[src/rtl/bin_to_bcd_seq.sv]
// Sequential binary-to-BCD converter (shift-and-add-3, one bit per clock).
// A value is accepted on Start while idle and converted over BIN_W cycles.
// The packed BCD result and its overflow flag are held until the next
// completion. One selected digit is exposed for a downstream BCD decoder.
module bin_to_bcd_seq #(
    parameter int BIN_W  = 8,
    parameter int DIGITS = 3
) (
    input  logic                  CLK,
    input  logic                  RST,
    input  logic                  Start,
    input  logic [BIN_W-1:0]      BinIn,
    input  logic [3:0]            DigitSel,
    output logic                  Busy,
    output logic                  Done,
    output logic [4*DIGITS-1:0]   BCDOut,
    output logic                  Overflow,
    output logic [3:0]            BCDDigit
);

    localparam int BCD_W = 4 * DIGITS;
    localparam int CNT_W = $clog2(BIN_W + 1);

    typedef enum logic {
        IDLE,
        SHIFT
    } state_t;

    state_t             r_state;
    logic [BIN_W-1:0]   r_bin;
    logic [BCD_W-1:0]   r_bcd;
    logic               r_ovfSticky;
    logic [CNT_W-1:0]   r_cnt;
    logic               r_busy;
    logic               r_done;
    logic [BCD_W-1:0]   r_bcdOut;
    logic               r_overflow;

    logic [BCD_W-1:0]   w_adj;
    logic [BCD_W-1:0]   w_bcdNext;
    logic [BIN_W-1:0]   w_binNext;
    logic               w_carryOut;
    logic [3:0]         w_digit;

    // Add 3 to every working digit of 5 or more so the following shift carries correctly into the next digit
    always_comb begin
        w_adj = r_bcd;
        for (int i = 0; i < DIGITS; i++) begin
            if (r_bcd[4*i +: 4] >= 4'd5) begin
                w_adj[4*i +: 4] = r_bcd[4*i +: 4] + 4'd3;
            end
        end
    end

    // The bit leaving the top digit means the true value needs more digits than we keep
    assign w_carryOut = w_adj[BCD_W-1];
    assign w_bcdNext  = {w_adj[BCD_W-2:0], r_bin[BIN_W-1]};
    assign w_binNext  = r_bin << 1;

    // Control FSM and datapath; all visible outputs are registered here
    always_ff @(posedge CLK or posedge RST) begin
        if (RST) begin
            r_state     <= IDLE;
            r_bin       <= '0;
            r_bcd       <= '0;
            r_ovfSticky <= 1'b0;
            r_cnt       <= '0;
            r_busy      <= 1'b0;
            r_done      <= 1'b0;
            r_bcdOut    <= '0;
            r_overflow  <= 1'b0;
        end else begin
            case (r_state)
                IDLE: begin
                    r_done <= 1'b0;
                    if (Start) begin
                        r_bin       <= BinIn;
                        r_bcd       <= '0;
                        r_ovfSticky <= 1'b0;
                        r_cnt       <= CNT_W'(BIN_W);
                        r_busy      <= 1'b1;
                        r_state     <= SHIFT;
                    end
                end
                SHIFT: begin
                    r_bcd       <= w_bcdNext;
                    r_bin       <= w_binNext;
                    r_ovfSticky <= r_ovfSticky | w_carryOut;
                    r_cnt       <= r_cnt - 1'b1;
                    if (r_cnt == CNT_W'(1)) begin
                        r_bcdOut   <= w_bcdNext;
                        r_overflow <= r_ovfSticky | w_carryOut;
                        r_done     <= 1'b1;
                        r_busy     <= 1'b0;
                        r_state    <= IDLE;
                    end
                end
                default: begin
                    r_state <= IDLE;
                    r_busy  <= 1'b0;
                    r_done  <= 1'b0;
                end
            endcase
        end
    end

    // Digit select; an out-of-range index yields 4'hF so the downstream decoder shows nothing
    always_comb begin
        w_digit = 4'hF;
        for (int i = 0; i < DIGITS; i++) begin
            if (DigitSel == 4'(i)) begin
                w_digit = r_bcdOut[4*i +: 4];
            end
        end
    end

    assign Busy     = r_busy;
    assign Done     = r_done;
    assign BCDOut   = r_bcdOut;
    assign Overflow = r_overflow;
    assign BCDDigit = w_digit;

endmodule

[config.mk]
export PLATFORM = sky130hd
export DESIGN_NAME = bin_to_bcd_seq
export DESIGN_NICKNAME = d
export VERILOG_FILES = /design/src/rtl/bin_to_bcd_seq.sv
export SDC_FILE = /design/constraint.sdc
export NUM_CORES = 1
export LEC_CHECK = 0
export BUFFER_PORTS_ARGS = -buffer_cell sky130_fd_sc_hd__buf_2
export CAP_MARGIN = 20
export CORE_MARGIN = 1.5
export CORE_UTILIZATION = 40
export CTS_CLUSTER_SIZE = 24
export DETAILED_ROUTE_END_ITERATION = 8
export GPL_ROUTABILITY_DRIVEN = 0
export PLACE_DENSITY_LB_ADDON = 0.08
export SETUP_SLACK_MARGIN = 0.1
export SLEW_MARGIN = 20
export SYNTH_ARGS = -nofsm -noshare
export SYNTH_HDL_FRONTEND = slang
export SYNTH_SLANG_ARGS = --single-unit
[constraint.sdc]
create_clock -name CLK -period 2.5 [get_ports CLK]
set_clock_uncertainty 0.15 [all_clocks]
set_input_delay 0.125 -clock CLK [delete_from_list [all_inputs] [get_ports CLK]]
set_output_delay 0.125 -clock CLK [all_outputs]
set_load 0.05 [all_outputs]
**After elaboration in Yosys (flattened, before gate mapping)**

Index checks and enable logic that the tools add are counted.

- Add/subtract/negate cells: 4
- Order comparisons: 3
- Equal/unequal tests: 5
- Multiplexer cells: 22
- Bitwise operators: 2
- Reduce and logical (&&, ||, !) cells: 3

Operator list:

| cell | number |
|---|---|
| $mux W4 | 7 |
| $pmux W12 S2 | 1 |
| $pmux W8 S2 | 1 |
| $add A4 B2 Y4 const B | 3 |
| $ge A4 B3 Y1 const B | 3 |
| $mux W12 | 1 |
| $eq A4 B1 Y1 const B | 2 |
| $mux W8 | 1 |
| $pmux W1 S2 | 4 |
| $pmux W4 S2 | 1 |
| $mux W1 | 6 |
| $eq A4 B2 Y1 const B | 1 |
| $logic_not A4 Y1 | 1 |
| $reduce_and A2 Y1 | 2 |
| $sub A4 B1 Y4 const B | 1 |
| $ne A2 B1 Y1 const B | 1 |
| $ne A2 B2 Y1 const B | 1 |
| $not A1 Y1 | 1 |
| $or A1 B1 Y1 | 1 |

- Register bits: 41
- Input port bits: 15
- Output and inout bits: 19
- Word-level logic and storage cells: 48

**Longest topological paths before layout**

Gate-level depths: netlist of run 1.

- Depth after elaboration: 4
- Gate-level depth with buffers: 6
- Depth with buffers taken out: 6

**Least setup slack after synthesis of run 1**

Ideal clock, no wire load.

- Kind: flip-flop to flip-flop
- From: reg r_cnt[1]
- To: reg r_bcdOut[10], in the netlist BCDOut[10]
- Setup time: 0.125 ns
- Arrival time: 1.383 ns
- Data required time: 2.225 ns
- Path slack: 0.843 ns
- Cell stages (with the launch flop): 5
- Path buffers: 0
- Period minus slack after synthesis: 1.657 ns
- Path through: dfrtp_1 inv_1 ha_1 nor4b_4 mux2_2

- Longest elaborated chain between the ends: 2

RTL lines:

| item | RTL line | text |
|---|---|---|
| start, declared | 33 | `logic [CNT_W-1:0] r_cnt;` |
| start signal, assigned | 80 | `r_cnt <= CNT_W'(BIN_W);` |
| start signal, assigned | 89 | `r_cnt <= r_cnt - 1'b1;` |
| $eq A4 B1 Y1 | 90 | `if (r_cnt == CNT_W'(1)) begin` |
| $reduce_and A2 Y1 (no line) | n/a |  |
| end signal, assigned | 91 | `r_bcdOut <= w_bcdNext;` |
| end, declared | 36 | `logic [BCD_W-1:0] r_bcdOut;` |

Every way passes these cells.
A chain may end at the register's enable or synchronous reset.

**Final worst setup path of run 1**

- From: reg r_bcd[4]
- To: reg r_bcdOut[6], in the netlist BCDOut[6]

- Longest elaborated chain between the ends: 2
- Elaborated cells on any way between the ends: 3
- Classes of those cells: add/sub: 1; order compare: 1; mux: 1

RTL lines:

| item | RTL line | text |
|---|---|---|
| start, declared | 31 | `logic [BCD_W-1:0] r_bcd;` |
| start signal, assigned | 86 | `r_bcd <= w_bcdNext;` |
| $add A4 B2 Y4 or $ge A4 B3 Y1 (tied branches) | 50, 49 |  |
| $mux W4 * | 49 | `if (r_bcd[4*i +: 4] >= 4'd5) begin` |

Every way passes the cells marked *; elsewhere a longest branch is shown, timed or not.

==> results of run 1 <==
## cells in the mapped netlist
cell | count | area, um2
mux2_2 | 11 | 124
xnor2_1 | 5 | 43.8
ha_1 | 8 | 100
nor4b_4 | 1 | 23.8
buf_2 | 2 | 10.0
nor3_1 | 7 | 35.0
nand2b_1 | 4 | 25.0
a31o_2 | 1 | 8.76
buf_4 | 1 | 7.51
o31ai_1 | 2 | 15.0
nor2_1 | 7 | 26.3
a21o_1 | 3 | 22.5
a21oi_1 | 11 | 55.1
or4b_1 | 1 | 10.0
nand2_1 | 29 | 109
clkbuf_1 | 5 | 18.8
mux2i_1 | 11 | 110
o21ai_0 | 15 | 75.1
nand3_1 | 3 | 15.0
inv_1 | 10 | 37.5
nor3b_1 | 5 | 37.5
o22ai_1 | 8 | 50.1
inv_4 | 1 | 6.26
a22o_1 | 4 | 35.0
o21ai_1 | 3 | 15.0
dfrtp_1 | 41 | 1030
## kinds of logic after synthesis
kind of cell	count (synthesis)	synth area share
simple gates	57	0.138
compound gates	47	0.135
flops	41	0.502
mux	22	0.115
buf+inv	19	0.0392
fa+ha+maj	8	0.0490
xor+xnor	5	0.0214
## power by group
part	switching [mW]	internal, mW
sequential	0.274	0.965
combinational	1.07	0.657
clock	0.237	0.397
total	1.58	2.02
## registers in the layout (all words and copies together), names as in the netlist
signal and flops:
BCDOut 12, r_bcd 12, r_bin 8, r_cnt 4, Busy 1, Done 1, Overflow 1, r_ovfSticky 1
r_state 1
## critical path, stage by stage (launching register included)
cell	delay, ps
dfrtp_1	450
inv_1	80
ha_1	240
nand2b_1	100
a21oi_1	270
mux2i_1	130
mux2_2	280
## through the flow
| step | util | total power [mW] | instance area, um2 | worst slack, ps | hold slack (ps) |
|---|---|---|---|---|---|
| 2_1_floorplan | - | 2.57 | 2040 | 843 | 131 |
| 3_3_place_gp | 0.473 | 2.93 | 2280 | 746 | 125 |
| 3_5_place_dp | 0.473 | 2.99 | 2280 | 694 | 135 |
| 4_1_cts | 0.519 | 3.65 | 2500 | 687 | 151 |
| 5_1_grt | 0.519 | 3.88 | 2500 | 539 | 194 |
| 6_report | 0.519 | 3.60 | 2500 | 682 | 152 |
## final cells by class
cell class	count	area share
sequential	41	0.410
multi-input combinational	139	0.374
timing repair buffer	45	0.111
tap	67	0.0335
clock buffer	5	0.0275
clock inverter	3	0.0260
inverter	11	0.0175
## how the worst max path moves through the flow
stage / to / cells after the start
2_1_floorplan: BCDOut[10] / 4
3_3_place_gp: BCDOut[2] / 6
3_5_place_dp: BCDOut[6] / 6
4_1_cts: BCDOut[6] / 6
5_1_grt: BCDOut[2] / 6
6_report: BCDOut[6] / 6
## layout by cell type (no fill, tap or decap), drive strengths merged
cell type / instances
nand2: 29
ha: 8
o31ai: 2
nand2b: 4
nor3b: 5
mux2i: 11
o22ai: 8
nor3: 7
xnor2: 5
a22o: 4
or4b: 1
inv: 11
nand3: 3
clkinv: 1
mux2: 11
a21oi: 11
o21ai: 18
dfrtp: 41
a31o: 1
dlygate4sd3: 9
a21o: 3
clkbuf: 5
bufinv: 2
nor4b: 1
nor2: 7
buf: 36
## per-layer routing
metal,vias to the layer above,track usage,part of all wire
met5,-,0,0
met4,0,0.0727,0.017
met3,9,0.0420,0.026
met2,26,0.311,0.51
met1,757,0.208,0.44
li1,779,-,-
==> results.sh, run 1 <==
export IMPL_status="completed"
export IMPL_hp_class="primary input to flop"
export IMPL_diodes=0
export IMPL_ant_nets=0
export IMPL_dr_pass1_iters=4
export IMPL_cts_tree="yes"
export IMPL_fp_dieArea_um2=5540
export IMPL_ys_ff_latch=41
export IMPL_dp_hpwl_mm=3.17
export IMPL_start_util=0.424
export IMPL_die_y_um=74.5
export IMPL_layout_drive_gt1_share=0.238
export IMPL_grt_max_degree=42
export IMPL_grt_overflow=0
export IMPL_cp_data_arrival_time_ps=1850
export IMPL_r2r_cells=6
export IMPL_holdPathStages=2
export IMPL_cts_setup_buffers=0
export IMPL_cap_violations=0
export IMPL_fmax_mhz=550
export IMPL_r2r_end="BCDOut[6]"
export IMPL_startpoint="r_bcd[4]"
export IMPL_syn2layout_area_growth_pct=22.5
export IMPL_leakage_nw=1.19
export IMPL_cts_repair_resized=0
export IMPL_synthCells=199
export IMPL_rsz0062_at_grt="no"
export IMPL_clk_latency_ps=290
export IMPL_grt_pass1_wl_mm=7.34
export IMPL_clk_path_buf_depth=2
export IMPL_fill_cells=482
export IMPL_num_io_pins=34
export IMPL_vias=1571
export IMPL_multi_input_comb_area_um2=936
export IMPL_cts_htree_levels=2
export IMPL_drt_total_wl_mm=4.48
export IMPL_min_to="r_bcd[8]"
export IMPL_critPathLaunchType="flop"
export IMPL_ff_latch_area_um2=1030
export IMPL_setup_violations=0
export IMPL_drtIter0Drc=100
export IMPL_setup_tns_final_ps=0
export IMPL_cp_required_ps=2530
export IMPL_critPathKind="flop to flop"
export IMPL_core_area_um2=4820
export IMPL_period_share=0.727
export IMPL_path_clk_slew_ps=80
export IMPL_synth_warnings=0
export IMPL_port_buffers=33
export IMPL_nets=266
export IMPL_viasPerCell=5.05
export IMPL_clkSinkCount=41
export IMPL_max_slew_worst_pin_slew_ps=522
export IMPL_dp_cells=294
export IMPL_crit_path_end_kind="flop"
export IMPL_track_usage=0.177
export IMPL_grt_pass1_vias=1590
export IMPL_worstHoldStart="Start"
export IMPL_die_w_um=74.5
export IMPL_netlist_area_um2=2040
export IMPL_maxSlewHeadroom=0.652
export IMPL_clockRootBuffer="clkbuf_8"
export IMPL_peakVddDrop_mv=0.538
export IMPL_ys_seq_area_frac=0.502
export IMPL_period_needed_ps=1820
export IMPL_r2r_slack_ps=680
export IMPL_synth_avg_cell_area_um2=10.3
export IMPL_drc=0
export IMPL_rows=25
export IMPL_antenna_found_initial=0
export IMPL_numCtsBuffers=5
export IMPL_cts_hold_buf=9
export IMPL_syn_nets=222
export IMPL_wl_per_cell_um=14.4
export IMPL_cp_max_fo=5
export IMPL_hold_viol=0
export IMPL_power_per_cell_area_nw_per_um2=1440
export IMPL_r2r_start="r_bcd[4]"
export IMPL_ys_types=26
export IMPL_maxSlewViolCount=0
export IMPL_layout_cells_non_filler=311
Power figures use the tool's default switching activity.
==> run 2, diff against run 1 <==
clock period = 1.6 ns   (was 2.5 ns; I/O delays follow)
==> run 2 against run 1 <==
Net effect:
- the run now ends with setup timing left
- register-to-register slack lost 720 ps
- cell count rose by 12%
- combinational power rose by 150%
- via count is 11% higher
- first-iteration DRC count decreased by 57%
- cell area grew 26%
- critical path type is now flop to output pin
- largest cell class is now multi-input combinational cells
- largest power group unchanged
==> results.sh, run 2 (synthesis gave the netlist of run 1 again) <==
export IMPL_use_met3=0.0474
export IMPL_period_needed_ps=1630
export IMPL_max_stage_delay_ps=400
export IMPL_diodes=0
export IMPL_r2r_slack_ps=-30
export IMPL_layout_commonest_cell="dfrtp_1"
export IMPL_fmax_mhz=612
export IMPL_period_share=1.02
export IMPL_violations="setup timing"
export IMPL_leakage_nw=1.44
export IMPL_critPathBufInv=1
export IMPL_fill_cells=408
export IMPL_critPathKind="flop to output pin"
export IMPL_startpoint="BCDOut[2]"
export IMPL_power_per_cell_area_nw_per_um2=2220
export IMPL_peakVddDrop_mv=1.24
export IMPL_cap_violations=0
export IMPL_cp_slowest_cell="dfrtp_1"
export IMPL_die_w_um=74.5
export IMPL_setup_tns_final_ps=-172
export IMPL_cp_data_arrival_time_ps=1400
export IMPL_rsz0062_at_grt="yes"
export IMPL_met2_usage=0.361
export IMPL_setup_violations=8
export IMPL_dr_pass1_iters=4
export IMPL_num_io_pins=34
export IMPL_hold_viol=0
export IMPL_status="finished, violations left"
export IMPL_final_util=0.655
export IMPL_fp_dieArea_um2=5540
export IMPL_layout_drive_gt1_share=0.532
export IMPL_clk_latency_ps=300
export IMPL_critPathLaunchType="flop"
export IMPL_path_clk_slew_ps=80
export IMPL_core_area_um2=4820
export IMPL_final_cell_mix="37 x dfrtp_1, 31 x buf_4, 29 x buf_2"
export IMPL_clockRootBuffer="clkbuf_8"
export IMPL_grt_pass1_wl_mm=8.49
export IMPL_port_buffers=33
export IMPL_ant_nets=0
export IMPL_nets=302
export IMPL_wl_per_cell_um=15.4
export IMPL_path_delay_family="flip-flops"
export IMPL_dp_hpwl_mm=3.30
export IMPL_r2r_end="BCDOut[8]"
export IMPL_maxSlewViolCount=0
export IMPL_grt_pass1_vias=1775
export IMPL_crit_chain="mux2_4, o22ai_4, nand2_2, buf_8"
export IMPL_max_slew_worst_pin_slew_ps=529
export IMPL_numCtsBuffers=5
export IMPL_drt_total_wl_mm=5.33
export IMPL_grtUsageMet1=0.240
export IMPL_r2r_cells=6
export IMPL_rows=25
export IMPL_r2r_start="r_cnt[1]"
export IMPL_clk_path_buf_depth=2
export IMPL_hp_class="primary input to async pin"
export IMPL_cp_required_ps=1370
export IMPL_maxSlewHeadroom=0.647
export IMPL_viasPerCell=5.01
export IMPL_track_usage=0.206
export IMPL_drc=0
export IMPL_postLayoutSetupSlackWorst_ps=-34.7
export IMPL_cp_max_fo=2
export IMPL_clkSinkCount=41
export IMPL_die_y_um=74.5
export IMPL_crit_path_end_kind="output pin"
export IMPL_start_util=0.424
export IMPL_grt_overflow=0
export IMPL_cts_htree_levels=2
export IMPL_drtIter0Drc=43
export IMPL_cts_tree="yes"
export IMPL_vias=1740
export IMPL_syn2layout_area_growth_pct=54.5
export IMPL_antenna_found_initial=0
export IMPL_grt_max_degree=42
export IMPL_grt_busiest_layer="met2"
## run 2: cell count changes in the layout (fill, tap and decap cells not counted), sizes merged
cell	previous run	this run
buf	36	71
bufinv	2	0
clkbuf	5	6
clkinv	1	2
dlygate4sd3	9	10
## run 2: how the worst max path moves through the flow
stage	end	slack, ps	cells past startpoint
floorplan	BCDOut[10]	-60	4
global placement	BCDOut[8]	-4	6
detailed placement	BCDOut[8]	-60	6
CTS	BCDDigit[2]	-7	4
global route	BCDOut[8]	-90	6
finish	BCDDigit[2]	-30	4
## run 2: per-stage QoR
| step | total power [mW] | cell area (um2) | std cells | worst slack, ps | hold WS (ps) |
|---|---|---|---|---|---|
| floorplan | 4.08 | 2070 | 199 | -57.2 | 86.4 |
| global placement | 4.91 | 2440 | 312 | -3.66 | 84.8 |
| detailed placement | 5.01 | 2440 | 312 | -57.3 | 91.9 |
| CTS | 6.58 | 2990 | 343 | -6.99 | 311 |
| global route | 7.43 | 3150 | 347 | -91.4 | 363 |
| finish | 7.02 | 3150 | 347 | -34.7 | 286 |
## run 2: layout make-up
type / instances / area [um2] / share of cell area
clock buffer: 6 / 72.6 / 0.0230
clock inverter: 2 / 10.0 / 0.00317
inverter: 11 / 43.8 / 0.0139
multi-input combinational: 139 / 1300 / 0.411
sequential: 41 / 1030 / 0.327
tap: 67 / 83.8 / 0.0266
timing repair buffer: 81 / 617 / 0.196
## run 2: per-layer routing
metal  wire length, um  part of all wire
met1              2250              0.42
met2              2810              0.53
met3               123             0.023
met4               142             0.027
met5                 0                 0
## run 2: worst min-delay path, stage by stage
cell           delay, ps
dlygate4sd3_1        530
buf_2                110
inv_1                 40
buf_4                430
## run 2: where the power goes
part | switching, mW | internal [mW]
registers | 0.536 | 1.52
logic | 2.24 | 2.06
clock network | 0.362 | 0.303
total | 3.14 | 3.88
## run 2: what timing repair did
action | 4_1_cts | 5_1_grt
cloned | 1 | 0
endpoints found under the hold margin | 50 | 0
resized for setup | 68 | 31
pin swaps | 15 | 16
hold buffers | 10 | 0
setup endpoints to repair | 27 | 30
setup buffers | 12 | 5
